===== config.mk =====
export PLATFORM = sky130hd
export DESIGN_NAME = cart_bus_bridge
export DESIGN_NICKNAME = d
export VERILOG_FILES = /design/src/rtl/cart_bus_bridge.sv
export SDC_FILE = /design/constraint.sdc
export NUM_CORES = 1
export LEC_CHECK = 0
export CAP_MARGIN = 10
export CORE_ASPECT_RATIO = 1.4
export CORE_MARGIN = 5
export CORE_UTILIZATION = 35
export DETAILED_ROUTE_END_ITERATION = 7
export PLACE_DENSITY = 0.56
export SLEW_MARGIN = 20
export SYNTH_ARGS = -nofsm -noshare
export SYNTH_HDL_FRONTEND = slang
export SYNTH_SLANG_ARGS = --single-unit

===== constraint.sdc =====
create_clock -name clk -period 4.23 [get_ports clk]
set_input_delay 0.423 -clock clk [delete_from_list [all_inputs] [get_ports clk]]
set_output_delay 0.423 -clock clk [all_outputs]
set_load 0.02 [all_outputs]

===== src/rtl/cart_bus_bridge.sv =====
// cart_bus_bridge: N cartridge byte buses -> one 16-bit toggle-handshake SDRAM port; CART_BRIDGE_READ_CACHE_EN adds per-channel word tags
module cart_bus_bridge #(
  parameter int ADDR_BITS     = 23,
  parameter int NUM_CH        = 2,
  parameter int STABLE_CYCLES = 2
) (
  input  logic                             clk,
  input  logic                             reset_n,
  output logic                             ram_req_o,
  input  logic                             ram_ack_i,
  output logic                             ram_we_o,
  output logic [ADDR_BITS-2:0]             ram_address_o,
  output logic [15:0]                      ram_data_write_o,
  output logic [1:0]                       ram_wm_o,
  input  logic [15:0]                      ram_data_read_i,
  input  logic [NUM_CH-1:0][ADDR_BITS-1:0] addr_i,
  input  logic [NUM_CH-1:0][7:0]           data_in_i,
  output logic [NUM_CH-1:0][7:0]           data_out_o,
  input  logic [NUM_CH-1:0]                ce_i,
  input  logic [NUM_CH-1:0]                oe_i,
  input  logic [NUM_CH-1:0]                we_i,
  output logic [NUM_CH-1:0]                overrun_o
);
  localparam int CW = (NUM_CH > 1) ? $clog2(NUM_CH) : 1;
  localparam int WA = ADDR_BITS - 1;
  logic [NUM_CH-1:0][1:0]           rd_sync_q, wr_sync_q;
  logic [NUM_CH-1:0]                wr_prev_q;
  logic [NUM_CH-1:0][ADDR_BITS-1:0] g1_q, g2_q, g3_q;
  logic [NUM_CH-1:0][2:0]           cnt_q;
  logic [NUM_CH-1:0]                rd_pend_q, wr_pend_q, overrun_q, wr_lsb_q;
  logic [NUM_CH-1:0][WA-1:0]        rd_addr_q, wr_addr_q;
  logic [NUM_CH-1:0][7:0]           wr_data_q;
  logic [NUM_CH-1:0][15:0]          word_q;
`ifdef CART_BRIDGE_READ_CACHE_EN
  logic [NUM_CH-1:0][WA-1:0]        tag_q;
  logic [NUM_CH-1:0]                valid_q;
`endif
  logic                             req_q, we_q, busy_q;
  logic [WA-1:0]                    address_q;
  logic [15:0]                      wdata_q;
  logic [1:0]                       wm_q;
  logic [CW-1:0]                    owner_q, ptr_q, gnt;
  logic [NUM_CH-1:0]                stable, post, fall, pend;
  logic                             idle, done, gnt_vld;
  assign ram_req_o        = req_q;
  assign ram_we_o         = we_q;
  assign ram_address_o    = address_q;
  assign ram_data_write_o = wdata_q;
  assign ram_wm_o         = wm_q;
  assign overrun_o        = overrun_q;
  // per-channel qualifiers and the live byte select of the held word
  always_comb begin
    for (int c = 0; c < NUM_CH; c++) begin
      stable[c]     = rd_sync_q[c][1] && (g2_q[c] == g3_q[c]);
      post[c]       = stable[c] && (cnt_q[c] == 3'(STABLE_CYCLES - 1));
      fall[c]       = wr_prev_q[c] && !wr_sync_q[c][1];
      pend[c]       = wr_pend_q[c] || rd_pend_q[c];
      data_out_o[c] = addr_i[c][0] ? word_q[c][15:8] : word_q[c][7:0];
    end
  end
  // round-robin pick: the first pending channel at or after the pointer
  always_comb begin : arb
    int idx;
    idle    = !busy_q && (req_q == ram_ack_i);
    done    = busy_q && (req_q == ram_ack_i);
    gnt_vld = 1'b0;
    gnt     = ptr_q;
    idx     = 0;
    for (int k = NUM_CH - 1; k >= 0; k--) begin
      idx = int'(ptr_q) + k;
      if (idx >= NUM_CH) idx -= NUM_CH;
      if (pend[idx]) begin
        gnt_vld = 1'b1;
        gnt     = CW'(idx);
      end
    end
  end
  // strobe/address synchronisers and the address-stability counter
  always_ff @(posedge clk or negedge reset_n)
    if (!reset_n) begin
      rd_sync_q <= '0;
      wr_sync_q <= '0;
      wr_prev_q <= '0;
      g1_q      <= '0;
      g2_q      <= '0;
      g3_q      <= '0;
      cnt_q     <= '0;
    end else begin
      for (int c = 0; c < NUM_CH; c++) begin
        rd_sync_q[c] <= {rd_sync_q[c][0], ce_i[c] & ~oe_i[c]};
        wr_sync_q[c] <= {wr_sync_q[c][0], ce_i[c] & we_i[c]};
        wr_prev_q[c] <= wr_sync_q[c][1];
        g1_q[c]      <= addr_i[c] ^ (addr_i[c] >> 1);
        g2_q[c]      <= g1_q[c];
        g3_q[c]      <= g2_q[c];
        cnt_q[c]     <= !stable[c] ? 3'd0 : (cnt_q[c] == 3'(STABLE_CYCLES)) ? cnt_q[c] : cnt_q[c] + 3'd1;
      end
    end
  // request capture, issue onto the SDRAM port and read completion
  always_ff @(posedge clk or negedge reset_n)
    if (!reset_n) begin
      req_q     <= 1'b0;
      we_q      <= 1'b0;
      address_q <= '0;
      wdata_q   <= '0;
      wm_q      <= '0;
      busy_q    <= 1'b0;
      owner_q   <= '0;
      ptr_q     <= '0;
      rd_pend_q <= '0;
      wr_pend_q <= '0;
      overrun_q <= '0;
      rd_addr_q <= '0;
      wr_addr_q <= '0;
      wr_lsb_q  <= '0;
      wr_data_q <= '0;
      word_q    <= '0;
`ifdef CART_BRIDGE_READ_CACHE_EN
      tag_q     <= '0;
      valid_q   <= '0;
`endif
    end else begin
      if (done) begin
        busy_q <= 1'b0;
        if (!we_q) begin
          word_q[owner_q] <= ram_data_read_i;
          // a newer address posted while in flight stays pending
          if (rd_addr_q[owner_q] == address_q) rd_pend_q[owner_q] <= 1'b0;
`ifdef CART_BRIDGE_READ_CACHE_EN
          tag_q[owner_q]   <= address_q;
          valid_q[owner_q] <= 1'b1;
`endif
        end
      end
      if (idle && gnt_vld) begin
        req_q     <= ~req_q;
        busy_q    <= 1'b1;
        owner_q   <= gnt;
        ptr_q     <= (gnt == CW'(NUM_CH - 1)) ? '0 : gnt + CW'(1);
        we_q      <= wr_pend_q[gnt];
        address_q <= wr_pend_q[gnt] ? wr_addr_q[gnt] : rd_addr_q[gnt];
        if (wr_pend_q[gnt]) begin
          wdata_q        <= {2{wr_data_q[gnt]}};
          wm_q           <= wr_lsb_q[gnt] ? 2'b01 : 2'b10;
          wr_pend_q[gnt] <= 1'b0;
`ifdef CART_BRIDGE_READ_CACHE_EN
          for (int c = 0; c < NUM_CH; c++)
            if (tag_q[c] == wr_addr_q[gnt]) valid_q[c] <= 1'b0;
`endif
        end
      end
      for (int c = 0; c < NUM_CH; c++) begin
        if (fall[c]) begin
          if (wr_pend_q[c]) overrun_q[c] <= 1'b1;
          else begin
            wr_pend_q[c] <= 1'b1;
            wr_addr_q[c] <= addr_i[c][ADDR_BITS-1:1];
            wr_lsb_q[c]  <= addr_i[c][0];
            wr_data_q[c] <= data_in_i[c];
          end
        end
`ifdef CART_BRIDGE_READ_CACHE_EN
        if (post[c] && !(valid_q[c] && tag_q[c] == addr_i[c][ADDR_BITS-1:1])) begin
`else
        if (post[c]) begin
`endif
          rd_pend_q[c] <= 1'b1;
          rd_addr_q[c] <= addr_i[c][ADDR_BITS-1:1];
        end
      end
    end
endmodule


Word level (Yosys, flattened, before mapping)
Index checks and enable logic that the tools add are counted.
{ "totals": {"input_bits": 87, "mem_bits_rw": 0, "rom_bits": 0, "latch_bits": 0, "reg_bits": 343, "output_inout_bits": 60, "n_memories": 0} }
{ "op_classes": {"addsub": 6, "n_mux": 53, "bitwise": 16, "reduce_logical": 29, "n_eq_ne": 12, "n_shift": 0, "div_mod_pow": 0, "order_cmp": 8, "mul": 0} }
{ "op_table": {"columns": ["op", "n"], "rows": [
  ["$mux W22", 7],
  ["$lt A32 B3 Y1 const B", 2],
  ["$mux W32", 2],
  ["$eq A23 B23 Y1", 2],
  ["$xor A23 B22 Y23", 2],
  ["$bwmux W32", 1],
  ["$mux W8", 4],
  ["$mux W1", 25],
  ["$eq A22 B22 Y1", 1],
  ["$demux W16 S1", 1],
  ["$mux W16", 1],
  ["$mux W2", 6],
  ["$mux W3", 4],
  ["$reduce_and A2 Y1", 6],
  ["$logic_and A1 B1 Y1", 11],
  ["$reduce_bool A2 Y1", 5],
  ["$add A3 B1 Y3 const B", 2],
  ["$eq A3 B1 Y1 const B", 2],
  ["$eq A3 B2 Y1 const B", 2],
  ["$not A1 Y1", 6],
  ["$reduce_and A3 Y1", 2],
  ["$and A1 B1 Y1", 4],
  ["$and A2 B2 Y2", 2],
  ["$lt A1 B2 Y1 const B", 2],
  ["14 further kinds", 22]
]} }

Longest topological paths before layout
Gate-level depths: netlist of the first run.
{ "depth": {"word_depth": 18, "depth_mapped": 8, "mapped_depth_nobuf": 6} }

Worst setup path after synthesis of the first run
OpenSTA, ideal clock, no wires.
{ "synth_timing": {"path_kind": "register -> register", "from": "register wr_pend_q[1]", "to": "register address_q[10] (netlist: ram_address_o[10])", "synth_period_minus_slack_ns": 2.155, "required_time_ns": 4.105, "path_slack_ns": 2.075, "arrival_time_ns": 2.030, "setup_time_ns": 0.125, "stages_incl_launch_ff": 7, "path_cell_list": "dfrtp_1 > nor2_4 > o21ai_1 > a21oi_2 > buf_6 > mux4_2 > mux2_2"} }
{ "synth_via": {"elab_chain_cells": 9, "elab_cells_between_ends": 19, "cone_classes": "mux (17); reduce/logical (2)"} }
{ "synth_lines": {"columns": ["element", "line", "text"], "rows": [
  ["from (decl)", "30", "logic [NUM_CH-1:0] rd_pend_q, wr_pend_q, overrun_q, wr_lsb_q;"],
  ["from (signal assigned)", "111", "wr_pend_q <= '0;"],
  ["from (signal, indexed assignment)", "145", "wr_pend_q[gnt] <= 1'b0;"],
  ["from (signal, indexed assignment)", "156", "wr_pend_q[c] <= 1'b1;"],
  ["$logic_or A1 B1 Y1", "57", "pend[c] = wr_pend_q[c] || rd_pend_q[c];"],
  ["$mux W1 (implied by the code) (3 in series)", "72", "if (pend[idx]) begin"],
  ["$mux W1 (2 in series)", "72", null],
  ["$mux W22 (implied by the code) / $mux W1 (equally long branches) (2 in series)", "141", "address_q <= wr_pend_q[gnt] ? wr_addr_q[gnt] : rd_addr_q[gnt];"],
  ["$mux W22", "141", null],
  ["to (signal assigned)", "141", null],
  ["to (decl)", "39", "logic [WA-1:0] address_q;"]
]} }
Parallel ways exist; a longest one is shown, timed or not. The select of a mux whose other input is x is not followed.
A chain may end at the register's enable or synchronous reset.

Final worst setup path of the first run
{ "layout_timing": {"from": "register wr_pend_q[1]", "to": "register address_q[1] (netlist: ram_address_o[1])"} }
Same word-level chain as after synthesis.

==> impl_metrics.env, run 1 <==
export IMPL_status="complete, but fails checks"
export IMPL_violations="negative hold slack"
export IMPL_p_seq_share_pct=41.3
export IMPL_rows=84
export IMPL_synthFlopType="dfrtp_1"
export IMPL_p_leak_uw=0.00707
export IMPL_clkPwrFrac_pct=29.1
export IMPL_rsz0062_at_grt="false"
export IMPL_max_cap_violations=0
export IMPL_grt_max_degree=121
export IMPL_yosysMostFrequentCell="dfrtp_1"
export IMPL_cp_max_fo=16
export IMPL_hold_violations=8
export IMPL_synth_distinct_cells=43
export IMPL_firstDrtPassIters=4
export IMPL_cp_num_buf_inv=1
export IMPL_timing_slew_headroom_pct=34.5
export IMPL_cts_root_buffer="clkbuf_16"
export IMPL_crit_required_ps=4640
export IMPL_fillCellCount=3385
export IMPL_postCtsHoldBufs=0
export IMPL_clk_pin_slew_ps=60
export IMPL_cts_tree="built"
export IMPL_p_switching_uw=3240
export IMPL_nNetsFinal=1084
export IMPL_die_area_sq_mm=0.0418
export IMPL_crit_slowest_cell="mux4_2"
export IMPL_period_needed_ps=2670
export IMPL_ant_nets=0
export IMPL_place_congestion=0.724
export IMPL_finalMaxSlewViolations=0
export IMPL_tightest_slew_ps=983
export IMPL_clock_fmax_ghz=0.375
export IMPL_synth_edf_count=0
export IMPL_cts_max_level=2
export IMPL_die_y_um=240
export IMPL_grt_pass1_wl_um=48000
export IMPL_swShare_pct=29.8
export IMPL_io_buffer_count=146
export IMPL_criticalPathCategory="register to register"
export IMPL_synth_common_cells="335 x dfrtp_1, 146 x mux2_2, 62 x xor2_1"
export IMPL_grt_ovfl_total=0
export IMPL_avgSynthCellArea_sq_um=16.0
export IMPL_end_kind="register"
export IMPL_antenna_found_initial=2
export IMPL_netlist_instances=828
export IMPL_drive_gt1_share_pct=27.3
export IMPL_p_per_area_mw_per_mm2=664
export IMPL_cp_arrival_ps=3070
export IMPL_clock_path_buffers=3
export IMPL_start_kind="register"
export IMPL_syn_area_sq_mm=0.0132
export IMPL_fin_skew_ps=15.1
export IMPL_pwr_share_comb_pct=29.6
export IMPL_hp_class="input pin to async pin"
export IMPL_synth_seq_area_share_pct=63.4
export IMPL_crit_chain="nor2_4 > o21ai_1 > a21oi_4 > buf_4 > mux4_2 > mux2_2"
export IMPL_gr_usage_all_layers_pct=14.9
export IMPL_cts_resized=0
export IMPL_place_worst_setup_slack_ps=1430
export IMPL_slowest_delay_ps=570
export IMPL_core_region_area_sq_mm=0.0374
export IMPL_yosysTopAreaCell="dfrtp_1"
export IMPL_grt_pass1_vias=7939
export IMPL_setup_tns_ps=0
export IMPL_initial_core_util_pct=35.3
export IMPL_hpwl_um=20700
export IMPL_die_w_um=174
export IMPL_peakVddDrop_uv=430
export IMPL_syn_nets=921
export IMPL_numCtsBuffers=35
export IMPL_post_cts_buffers=0
export IMPL_setup_slack_ps=1560
export IMPL_yosys_register_bits=335
export IMPL_async_flop_share_pct=100
export IMPL_critPathTopFamily="multiplexers"
export IMPL_drt_initial_drc_count=326
export IMPL_drt_wl_total_um=30200
export IMPL_yosysTopAreaCellShare_pct=63.4
export IMPL_num_vias=7083
export IMPL_synthTopCellsByArea="dfrtp_1 63%, mux2_2 12%, xor2_1 4.1%"
export IMPL_cts_sinks=335
export IMPL_drt_wirelength_per_cell_um=20.3
export IMPL_intPower_uw=7640
export IMPL_ios=147
export IMPL_worstSkewPairLatency_ps=530
export IMPL_post_route_period_util_pct=63.1
export IMPL_yosysWarnings=0
export IMPL_setup_viol_count_final=0
export IMPL_hold_worst_slack_ps=-51.4
export IMPL_viasPerCell=4.76
export IMPL_drc=0
export IMPL_area_delta_synth_final_pct=24.1
## worst reg2reg max path, cell delays in order, from the launching register on
cell	delay (ps)
dfrtp_1	480
nor2_4	190
o21ai_1	130
a21oi_4	460
buf_4	440
mux4_2	580
mux2_2	280
## power groups by stage
stage / Combinational [uW] / Sequential (uW) / Clock [uW]
4_1_cts: 3290 / 4510 / 3280
5_1_grt: 3490 / 4600 / 3400
6_report: 3220 / 4490 / 3170
3_5_place_dp: 3280 / 4560 / 0
3_3_place_gp: 3240 / 4540 / 0
2_1_floorplan: 2060 / 4530 / 0
## area by class of cell
type	count	area, sq um	area share, %
clock inverters	20	246	1.50
flip-flops and latches	335	8380	51.1
inverters	10	37.5	0.229
repair buffers	161	1600	9.78
multi-input cells	448	4590	28.0
diodes	1	2.50	0.0153
well taps	473	592	3.61
clock buffers	41	940	5.73
## layout by cell type, fill, tap and decap left out, drive strengths merged, types with 3 or more instances in the layout
| cell | n |
|---|---|
| dfrtp | 335 |
| mux2 | 177 |
| clkdlybuf4s50 | 145 |
| xor2 | 62 |
| xnor2 | 54 |
| clkbuf | 41 |
| mux2i | 32 |
| mux4 | 22 |
| nor2 | 21 |
| buf | 16 |
| clkinv | 13 |
| a21oi | 12 |
| inv | 11 |
| nor4 | 11 |
| nand4 | 9 |
| ha | 6 |
| nand2 | 5 |
| bufinv | 5 |
| a21o | 4 |
| nand2b | 4 |
| o21ai | 4 |
| nor3b | 4 |
| nor2b | 3 |
| nand3 | 3 |
| nor3 | 3 |
## metrics by stage
step                hold WS, ps  instance area, sq um  utilization [%]  cells  power, uW
finish                    -51.4                 16400             43.8   1489      10900
CTS                        25.5                 16400             43.8   1488      11100
global placement            332                 15200             40.6   1427       7780
detailed placement          335                 15200             40.6   1427       7840
floorplan                   127                 13200                -    828       6580
global route               40.3                 16400             43.8   1488      11500
## sequential cells by signal, summed over array words and instances, names as in the netlist, 4 cells and up
name              count
cnt_q                 6
g1_q                 46
g2_q                 46
g3_q                 46
ram_address_o        22
ram_data_write_o      8
rd_addr_q            44
rd_sync_q             4
word_q               32
wr_addr_q            44
wr_data_q            16
wr_sync_q             4
## final timing paths
path | slack [ps] | end | startpoint | cells after the start
max in group asynchronous | 3100 | word_q[5] | reset_n | 2
min in group clk | 350 | g2_q[28] | g1_q[28] | 0
hold / removal | -50 | cnt_q[3] | reset_n | 1
setup reg to reg | 1560 | ram_address_o[1] | wr_pend_q[1] | 6
setup / recovery | 1560 | ram_address_o[1] | wr_pend_q[1] | 6
hold reg to reg | 350 | g2_q[28] | g1_q[28] | 0
## logic make-up (layout without fill, tap and decap cells)
logic type	after synthesis	after routing	share of synthesized area, %
AO/OA/AOI/OAI	28	28	1.37
XOR/XNOR	116	116	7.69
adder cells (fa/ha/maj)	6	6	0.568
buffers and inverters	45	232	2.00
flip-flops	335	335	63.4
multiplexers	231	231	21.8
other	0	1	0
AND/OR/NAND/NOR	67	67	3.13
## routing by layer
metal	global-route usage, %	vias up	wire, um
met4	4.44	2	685
met2	25.0	167	15100
met5	0	-	7
met1	19.2	3675	12800
li1	-	3197	-
met3	3.65	42	1610
No activity file was read; power rests on OpenSTA's default activity.
==> inputs of run 2 (changes only) <==
Clock period 4.23 ns to 2.5 ns, I/O delays scaled along.
==> run 2 against run 1 <==
  * The flow now finishes without violations
  * Critical path depth rose by 2
  * Cell area rose by 1.7%
  * Via count rose by 1.5%
  * Fmax rose by 14%
  * Clock skew fell by 3.4 ps
  * Clock power rose by 67%
  * Sequential power rose by 68%
  * Sequential cell count did not move
  * Sequential share of layout area fell by 0.84 points
  * Die area did not move
  * Highest routed layer unchanged
  * Core utilization rose by 0.73 points
  * Non-clock buffer count rose by 20
==> impl_metrics.env, run 2 (synthesis gave the netlist of run 1 again) <==
export IMPL_crit_required_ps=2900
export IMPL_cp_max_fo=18
export IMPL_grt_pass1_wl_um=48200
export IMPL_start_kind="register"
export IMPL_clk_pin_slew_ps=60
export IMPL_mostFrequentLayoutCell="dfrtp_1"
export IMPL_finalMaxSlewViolations=0
export IMPL_drt_wirelength_per_cell_um=20.3
export IMPL_drt_initial_drc_count=282
export IMPL_antennaDiodeCount=0
export IMPL_rsz0062_at_grt="false"
export IMPL_drc=0
export IMPL_initial_core_util_pct=35.3
export IMPL_place_congestion=0.745
export IMPL_status="completed"
export IMPL_gr_usage_all_layers_pct=14.9
export IMPL_max_cap_violations=0
export IMPL_drive_gt1_share_pct=28.3
export IMPL_drt_wl_total_um=30500
export IMPL_num_vias=7187
export IMPL_timing_slew_headroom_pct=49.9
export IMPL_setup_tns_ps=0
export IMPL_fin_skew_ps=11.6
export IMPL_cts_max_level=2
export IMPL_post_route_period_util_pct=93.4
export IMPL_ios=147
export IMPL_grt_pass1_vias=8003
export IMPL_numCtsBuffers=35
export IMPL_ant_nets=0
export IMPL_antenna_found_initial=1
export IMPL_p_leak_uw=0.00720
export IMPL_rows=84
export IMPL_area_delta_synth_final_pct=26.2
export IMPL_hpwl_um=21100
export IMPL_clock_path_buffers=3
export IMPL_firstDrtPassIters=4
export IMPL_peakVddDrop_uv=654
export IMPL_grt_ovfl_total=0
export IMPL_hold_violations=0
export IMPL_setup_slack_ps=166
export IMPL_core_region_area_sq_mm=0.0374
export IMPL_cts_resized=0
export IMPL_place_worst_setup_slack_ps=-2.05
export IMPL_viasPerCell=4.77
export IMPL_p_per_area_mw_per_mm2=1110
export IMPL_cts_sinks=335
export IMPL_grt_max_degree=83
export IMPL_die_y_um=240
export IMPL_cp_arrival_ps=2730
export IMPL_die_area_sq_mm=0.0418
export IMPL_die_w_um=174
export IMPL_stdcell_area_sq_mm=0.0167
export IMPL_setup_viol_count_final=0
export IMPL_top_regs="g1_q x46, g2_q x46, g3_q x46"
export IMPL_dpl_instance_area_sq_mm=0.0155
export IMPL_criticalPathCategory="register to register"
export IMPL_cts_root_buffer="clkbuf_16"
export IMPL_tightest_slew_ps=751
export IMPL_end_kind="register"
export IMPL_io_buffer_count=146
export IMPL_clock_fmax_ghz=0.428
export IMPL_nNetsFinal=1104
export IMPL_cts_tree="built"
export IMPL_worstSkewPairLatency_ps=520
export IMPL_period_needed_ps=2330
export IMPL_p_total_uw=18600
export IMPL_hp_class="input pin to register"
export IMPL_layout_common_cells="335 x dfrtp_1, 146 x mux2_2, 145 x clkdlybuf4s50_1, 62 x xor2_1, 54 x xnor2_1"
-- run 2: cell count changes in the layout (fill, tap and decap cells not counted), moves of 2 or more --
| cell | change |
|---|---|
| bufinv_16 | -2 |
| buf_4 | +8 |
| clkbuf_1 | +2 |
| clkbuf_8 | +5 |
| buf_12 | +11 |
| clkinv_2 | -3 |
-- run 2: path summary, 6_finish.rpt --
| kind | slack (ps) | depth (start not counted) | end | startpoint |
|---|---|---|---|---|
| worst max-delay path | 170 | 8 | rd_addr_q[29] | g2_q[33] |
| worst min-delay path | 260 | 2 | rd_sync_q[2] | oe_i[1] |
| worst max register to register | 170 | 8 | rd_addr_q[29] | g2_q[33] |
| worst min register to register | 340 | 0 | g2_q[44] | g1_q[44] |
| max in group asynchronous | 1380 | 3 | rd_addr_q[15] | reset_n |
| min in group asynchronous | 290 | 2 | g3_q[40] | reset_n |
-- run 2: final cells by class --
| cell class | count | area, sq um |
|---|---|---|
| well taps | 473 | 592 |
| multi-input cells | 448 | 4590 |
| clock buffers | 49 | 1040 |
| fillers | 3352 | 20700 |
| flip-flops and latches | 335 | 8380 |
| inverters | 10 | 37.5 |
| repair buffers | 181 | 1890 |
| clock inverters | 11 | 130 |
-- run 2: where the power goes --
part,internal (uW),switching (uW),total [uW]
combinational,3170,2580,5760
clock,3210,2080,5280
sequential,6730,816,7550
-- run 2: routing by layer --
layer	track usage, %	routed length [um]	share of wire [%]	up-vias
li1	-	-	-	3237
met1	19.2	13100	43	3737
met2	25.2	15200	50	158
met3	3.55	1420	4.7	53
met4	4.35	786	2.6	2
met5	0	7	0.023	-
-- run 2: what timing repair did --
item / CTS / global route
hold buffers: 1 / 0
endpoints found under the hold margin: 71 / 0
setup buffers: 0 / 0
-- run 2: critical path, stage by stage, from the launching register on --
cell     delay [ps]
dfrtp_1         390
xnor2_1         290
nand4_1         170
nor4_2          280
buf_4           160
nand3_2         100
nor3b_4         270
buf_12          210
mux2_2          350
-- run 2: metrics by stage --
stage                     util, %  hold WS, ps  instances
after global routing         44.6          251       1507
after CTS                    44.6          238       1507
after global placement       41.4          326       1446
after floorplan                 -        -45.6        828
final                        44.6          265       1507
after detailed placement     41.4          310       1446
